<file path="config.mk">
export PLATFORM = sky130hd
export DESIGN_NAME = graph_seq_sink
export DESIGN_NICKNAME = d
export VERILOG_FILES = /design/src/rtl/graph_seq_sink.sv
export SDC_FILE = /design/constraint.sdc
export NUM_CORES = 1
export LEC_CHECK = 0
export BUFFER_PORTS_ARGS = -buffer_cell sky130_fd_sc_hd__buf_2
export CAP_MARGIN = 20
export CORE_AREA = 4 4 41 43
export CTS_CLUSTER_DIAMETER = 200
export CTS_CLUSTER_SIZE = 40
export DETAILED_ROUTE_END_ITERATION = 10
export DIE_AREA = 0 0 45 47
export HOLD_SLACK_MARGIN = 0.02
export PLACE_DENSITY = 0.72
export SLEW_MARGIN = 40
export SYNTH_ARGS = -nofsm -noshare
export SYNTH_HDL_FRONTEND = slang
export SYNTH_SLANG_ARGS = --single-unit
</file>
<file path="constraint.sdc">
create_clock -name clk -period 2.8 [get_ports clk]
set_input_delay 0.14 -clock clk [delete_from_list [all_inputs] [get_ports clk]]
set_output_delay 0.14 -clock clk [all_outputs]
set_load 0.05 [all_outputs]
</file>
<file path="src/rtl/graph_seq_sink.sv">
// Capture stage for the reconvergent test design: registers q1/q2/q3, counts rising
// edges of q3 with a sticky wrap flag, and decodes the serial pattern 1011 on q1.
module graph_seq_sink (
    input  logic       clk,
    input  logic       rst,
    input  logic       in1,
    input  logic       in2,
    input  logic       in3,
    output logic [3:0] cnt,
    output logic       rise,
    output logic       wrap,
    output logic       match
);

    // Flop outputs
    logic       s1;
    logic       s2;
    logic       s3;
    logic       s3d;
    logic       live;
    logic       armed;
    logic [3:0] sreg;

    // Flop inputs
    logic       s1_d;
    logic       s2_d;
    logic       s3_d;
    logic       s3d_d;
    logic       live_d;
    logic       armed_d;
    logic [3:0] sreg_d;
    logic [3:0] cnt_d;
    logic       rise_d;
    logic       wrap_d;

    // Gate-level nets
    logic       rst_n;
    logic       clr;
    logic       clr_n;
    logic       s3d_n;
    logic       s3_n;
    logic       edge_raw;
    logic       re;
    logic       arm_set;
    logic       arm_or;
    logic [4:0] carry;
    logic [3:0] sum;
    logic       wrap_or;
    logic       sreg2_n;
    logic       dec_hi;
    logic       dec_lo;

    // Reset is folded into every D input, so it travels the same data paths
    // as the functional logic.
    assign rst_n = ~rst;
    assign clr   = rst | s2;
    assign clr_n = ~clr;

    assign s1_d  = rst_n & in1;
    assign s2_d  = rst_n & in2;
    assign s3_d  = rst_n & in3;
    assign s3d_d = rst_n & s3;

    // live marks that s3 holds a real post-reset sample; armed is set once that
    // sample was seen low, so in3 held high through reset release never pulses.
    assign live_d  = rst_n;
    assign s3_n    = ~s3;
    assign arm_set = live & s3_n;
    assign arm_or  = armed | arm_set;
    assign armed_d = rst_n & arm_or;

    assign s3d_n    = ~s3d;
    assign edge_raw = s3 & s3d_n;
    assign re       = edge_raw & armed;
    assign rise_d   = rst_n & re;

    // Ripple incrementer: the carry-in is the edge term, carry-out is the wrap event.
    assign carry[0] = re;
    assign sum[0]   = cnt[0] ^ carry[0];
    assign carry[1] = cnt[0] & carry[0];
    assign sum[1]   = cnt[1] ^ carry[1];
    assign carry[2] = cnt[1] & carry[1];
    assign sum[2]   = cnt[2] ^ carry[2];
    assign carry[3] = cnt[2] & carry[2];
    assign sum[3]   = cnt[3] ^ carry[3];
    assign carry[4] = cnt[3] & carry[3];

    // Clear gates the adder output, so it dominates a same-cycle increment.
    assign cnt_d[0] = clr_n & sum[0];
    assign cnt_d[1] = clr_n & sum[1];
    assign cnt_d[2] = clr_n & sum[2];
    assign cnt_d[3] = clr_n & sum[3];

    assign wrap_or = wrap | carry[4];
    assign wrap_d  = clr_n & wrap_or;

    assign sreg_d[0] = rst_n & s1;
    assign sreg_d[1] = rst_n & sreg[0];
    assign sreg_d[2] = rst_n & sreg[1];
    assign sreg_d[3] = rst_n & sreg[2];

    // Pattern decode is from sreg flops only; sreg[3] is the oldest bit.
    assign sreg2_n = ~sreg[2];
    assign dec_hi  = sreg[3] & sreg2_n;
    assign dec_lo  = sreg[1] & sreg[0];
    assign match   = dec_hi & dec_lo;

    always_ff @(posedge clk) begin
        s1    <= s1_d;
        s2    <= s2_d;
        s3    <= s3_d;
        s3d   <= s3d_d;
        live  <= live_d;
        armed <= armed_d;
        sreg  <= sreg_d;
        cnt   <= cnt_d;
        rise  <= rise_d;
        wrap  <= wrap_d;
    end

endmodule

</file>
======== Word-level counts from Yosys, hierarchy flattened ========
Index checks and enable logic that the tools add are counted.
word-level totals
  flip-flop bits (word level) ............. 16
  output and inout port bits .............. 7
  word-level logic and storage cells ...... 47
cells by class
  bitwise operators ....................... 37
operator list
  operator       number
  $and A1 B1 Y1  25
  $not A1 Y1     5
  $xor A1 B1 Y1  4
  $or A1 B1 Y1   3

======== Longest topological paths before layout ========
  depth after elaboration ................. 9
  depth in mapped cells ................... 6
  depth with buffers taken out ............ 6

======== Worst setup path before layout ========
Ideal clock, no wire load.
  kind .................................... register -> register
  start point ............................. register cnt[0]
  end point ............................... register cnt[3]
  setup time .............................. 115 ps
  arrival ................................. 1,451 ps
  data required time ...................... 2,685 ps
  setup slack ............................. 1,234 ps
  stages on the path, launching flop included .. 6
  buffers on the path ..................... 0
  period minus slack after synthesis ...... 1,566 ps
  cells stage by stage .................... dfxtp_1 -> ha_1 -> ha_1 -> ha_1 -> ha_1 -> and2_1
on the way
  cells in the longest elaborated chain, start to end .. 5
ends and longest elaborated chain
  element                 line  source
  from (decl)             9     output logic [3:0] cnt,
  from (signal assigned)  116   cnt <= cnt_d;
  $and A1 B1 Y1           80    assign carry[1] = cnt[0] & carry[0];
  $and A1 B1 Y1           82    assign carry[2] = cnt[1] & carry[1];
  $and A1 B1 Y1           84    assign carry[3] = cnt[2] & carry[2];
  $xor A1 B1 Y1           85    assign sum[3] = cnt[3] ^ carry[3];
  $and A1 B1 Y1           92    assign cnt_d[3] = clr_n & sum[3];
  via cnt_d[3]            32    logic [3:0] cnt_d;
The timed path passes the listed nets, and every way through them passes these cells.

======== Worst setup path in the final report ========
  start point ............................. register s3
  end point ............................... register cnt[3]
on the way
  cells in the longest elaborated chain, start to end .. 7
ends and longest elaborated chain
  element                 line  source
  from (decl)             18    logic s3;
  from (signal assigned)  111   s3 <= s3_d;
  $and A1 B1 Y1           73    assign edge_raw = s3 & s3d_n;
  $and A1 B1 Y1           74    assign re = edge_raw & armed;
  $and A1 B1 Y1           80
  $and A1 B1 Y1           82
  $and A1 B1 Y1           84
  $xor A1 B1 Y1           85
  $and A1 B1 Y1           92
  via cnt_d[3]            32
The timed path passes the listed nets, and every way through them passes these cells.

==> results.py <==
metrics = {
    "sta": {
        "finalSetupTns_ns": 0,
        "hold_viol": 0,
        "slew_viol_final": 0,
        "max_freq_mhz": 650,
        "finalCriticalPeriod_ns": 1.54,
        "max_slew_margin_pct": 83.6,
        "post-route-period-util_pct": 54.9,
        "finalSetupViolCount": 0,
        "max_slew.worst_pin.slew_ns": 0.248,
        "rsz0062_at_grt": "no",
        "skew_ns": 0.00507,
    },
    "synth": {
        "yosysWarnings": 0,
        "synth_seq_cells": 16,
        "avgSynthCellArea_um2": 13.0,
        "synth_largest_area_cell": "dfxtp_1",
        "yosys.area.top_type_share_pct": 61.4,
        "ys_seq_area_share_pct": 61.4,
        "syn_nets": 49,
        "synth_area_um2": 522,
        "synth_cells": 40,
        "synthTopCellsByArea": "dfxtp_1 61%, and2b_2 13%, ha_1 9.6%",
        "synth_cell_types": 10,
    },
    "critical_path": {
        "crit_arrival_ns": 1.72,
        "reg2reg_to": "cnt[3]$_DFF_P_",
        "worstSetupPathType": "register to register",
        "critPathCaptureType": "register",
        "start_kind": "register",
        "crit_top_cell": "ha_1",
        "crit_slowest_cell": "dfxtp_1",
        "worstPathCellList": "and3b_1, ha_1, ha_1, ha_1, ha_1, and2_1",
        "ff2ff_setup_slack_ns": 1.26,
        "cp_max_fo": 3,
        "critPathMaxStageDelay_ns": 0.32,
        "required_ns": 2.98,
        "timing.rr.start": "s3$_DFF_P_",
        "worst_r2r_path_depth": 6,
    },
    "global_route": {
        "grt_pass1_vias": 281,
        "grt_max_degree": 11,
        "overflow": 0,
        "grt_pass1_wl_um": 1150,
        "grt_usage_pct": 8.19,
        "antenna_found_initial": 0,
    },
    "clock_tree": {
        "clkLatencyLatePin_ns": 0.28,
        "clock-root-buffer": "clkbuf_4",
        "cts_resized": 0,
        "ctsHoldBuffers": 0,
        "path_clk_slew_ns": 0.08,
        "htreeDepth": 1,
        "cts_buffers": 3,
        "cts_setup_buffers": 0,
        "cts_max_path_buffers": 2,
        "clock_sinks": 16,
        "cts_tree": "done",
    },
    "power": {
        "vdd_drop_max_uv": 417,
        "p_int_w": 0.000293,
        "p_clk_share_pct": 30.8,
        "swShare_pct": 20.0,
        "p_comb_share_pct": 4.5,
        "p_sw_w": 0.0000730,
        "power_w": 0.000366,
        "seq_power_share_pct": 64.7,
        "p_per_area_mw_per_mm2": 592,
        "leakage_nw": 0.331,
    },
    "placed_design": {
        "placedInstanceArea_um2": 596,
        "port_buffers": 11,
        "hpwl_um": 508,
        "gp_congestion": 0.614,
    },
    "final_layout": {
        "fin_nets": 65,
        "insertedDiodeCount": 0,
        "drive_gt1_share_pct": 42.6,
        "areaGrowthSynthToFinish_pct": 18.5,
        "fin_area_um2": 618,
    },
    "die": {
        "die_area_mm2": 0.00212,
        "core_mm2": 0.00130,
        "die_w_um": 45,
        "start_util_pct": 40.1,
        "die_h_um": 47,
        "io_pins": 12,
        "num_rows": 13,
    },
    "route": {
        "post_drt_via_cell_ratio": 4.49,
        "ant_nets": 0,
        "num_vias": 310,
        "wl_um": 647,
        "drt_first_iter_violations": 0,
        "wl_per_cell_um": 9.38,
        "drc_errors": 0,
        "first_pass_iters": 1,
    },
    "hold_path": {
        "min_path_type": "primary input to register",
        "hold_depth": 2,
        "min_to": "s2$_DFF_P_",
        "hold_start": "in2",
    },
    "job": {
        "cap_viol_max_count": 0,
    },
    "status": {
        "status": "finished clean",
    },
}
## per-stage QoR
stage                     hold slack, ns  std cells  util, %  setup WS, ns
final                             0.0801         69     47.5          1.26
after global routing              0.0732         69     47.5          1.19
after CTS                         0.0646         69     47.5          1.24
after detailed placement           0.364         66     45.8          1.25
after global placement             0.361         66     45.8          1.28
after floorplan                    0.225         40        -          1.23
## cells in the final DEF, fill, tap and decap left out
master	netlist	final
inv_1	1	1
and2_1	5	5
nor2_2	1	1
dfxtp_1	16	16
buf_2	0	11
and4b_1	1	1
o21a_1	2	2
and3b_1	1	1
clkbuf_4	0	3
ha_1	4	4
and2b_2	8	8
nor2b_1	1	1
## worst max-delay path: cells and delay by family (launching register included)
family,cells,cell delay (ns)
adder cells (fa/ha/maj),4,0.80
flip-flops,1,0.32
AND/OR/NAND/NOR,2,0.32
## per-layer routing
layer / GRT usage (%) / wire (um) / up-vias
met5: 0 / 0 / -
met2: 12.7 / 322 / 11
met4: 3.51 / 0 / 0
met1: 7.89 / 259 / 143
li1: - / - / 156
met3: 6.90 / 66 / 0
## synth_stat cells
cell / n
inv_1: 1
and2_1: 5
nor2b_1: 1
and2b_2: 8
o21a_1: 2
ha_1: 4
nor2_2: 1
dfxtp_1: 16
and3b_1: 1
and4b_1: 1
## kinds of logic after synthesis
family | Yosys count | synth area share (%)
AO/OA/AOI/OAI | 2 | 2.88
buffers and inverters | 1 | 0.719
adder cells (fa/ha/maj) | 4 | 9.59
AND/OR/NAND/NOR | 17 | 25.4
flip-flops | 16 | 61.4
## cell type report
class | count | area, um2
clock buffers | 3 | 22.5
multi-input cells | 23 | 198
inverters | 1 | 3.75
flip-flops and latches | 16 | 320
fillers | 133 | 683
well taps | 15 | 18.8
repair buffers | 11 | 55.1
## registers in the layout (all words and copies together) (netlist names)
| signal | flops |
|---|---|
| cnt | 4 |
| sreg | 4 |
| armed | 1 |
| live | 1 |
| rise | 1 |
| s1 | 1 |
| s2 | 1 |
| s3 | 1 |
| s3d | 1 |
| wrap | 1 |
## power groups by stage
| stage | registers (W) | logic (W) | clock network (W) |
|---|---|---|---|
| after CTS | 0.000237 | 0.0000171 | 0.000122 |
| final | 0.000237 | 0.0000165 | 0.000113 |
| after detailed placement | 0.000242 | 0.0000171 | 0 |
| after global placement | 0.000242 | 0.0000165 | 0 |
| after floorplan | 0.000244 | 0.00000863 | 0 |
| after global routing | 0.000237 | 0.0000194 | 0.000130 |
## worst max path at each step
| stage | cells after the start | from | end | slack, ns |
|---|---|---|---|---|
| after global routing | 6 | s3$_DFF_P_ | cnt[3]$_DFF_P_ | 1.19 |
| after floorplan | 5 | cnt[0]$_DFF_P_ | cnt[3]$_DFF_P_ | 1.23 |
| after detailed placement | 6 | s3$_DFF_P_ | cnt[3]$_DFF_P_ | 1.25 |
| after global placement | 6 | s3$_DFF_P_ | cnt[3]$_DFF_P_ | 1.28 |
| final | 6 | s3$_DFF_P_ | cnt[3]$_DFF_P_ | 1.26 |
| after CTS | 6 | s3$_DFF_P_ | cnt[3]$_DFF_P_ | 1.24 |
Power figures use the tool's default switching activity.
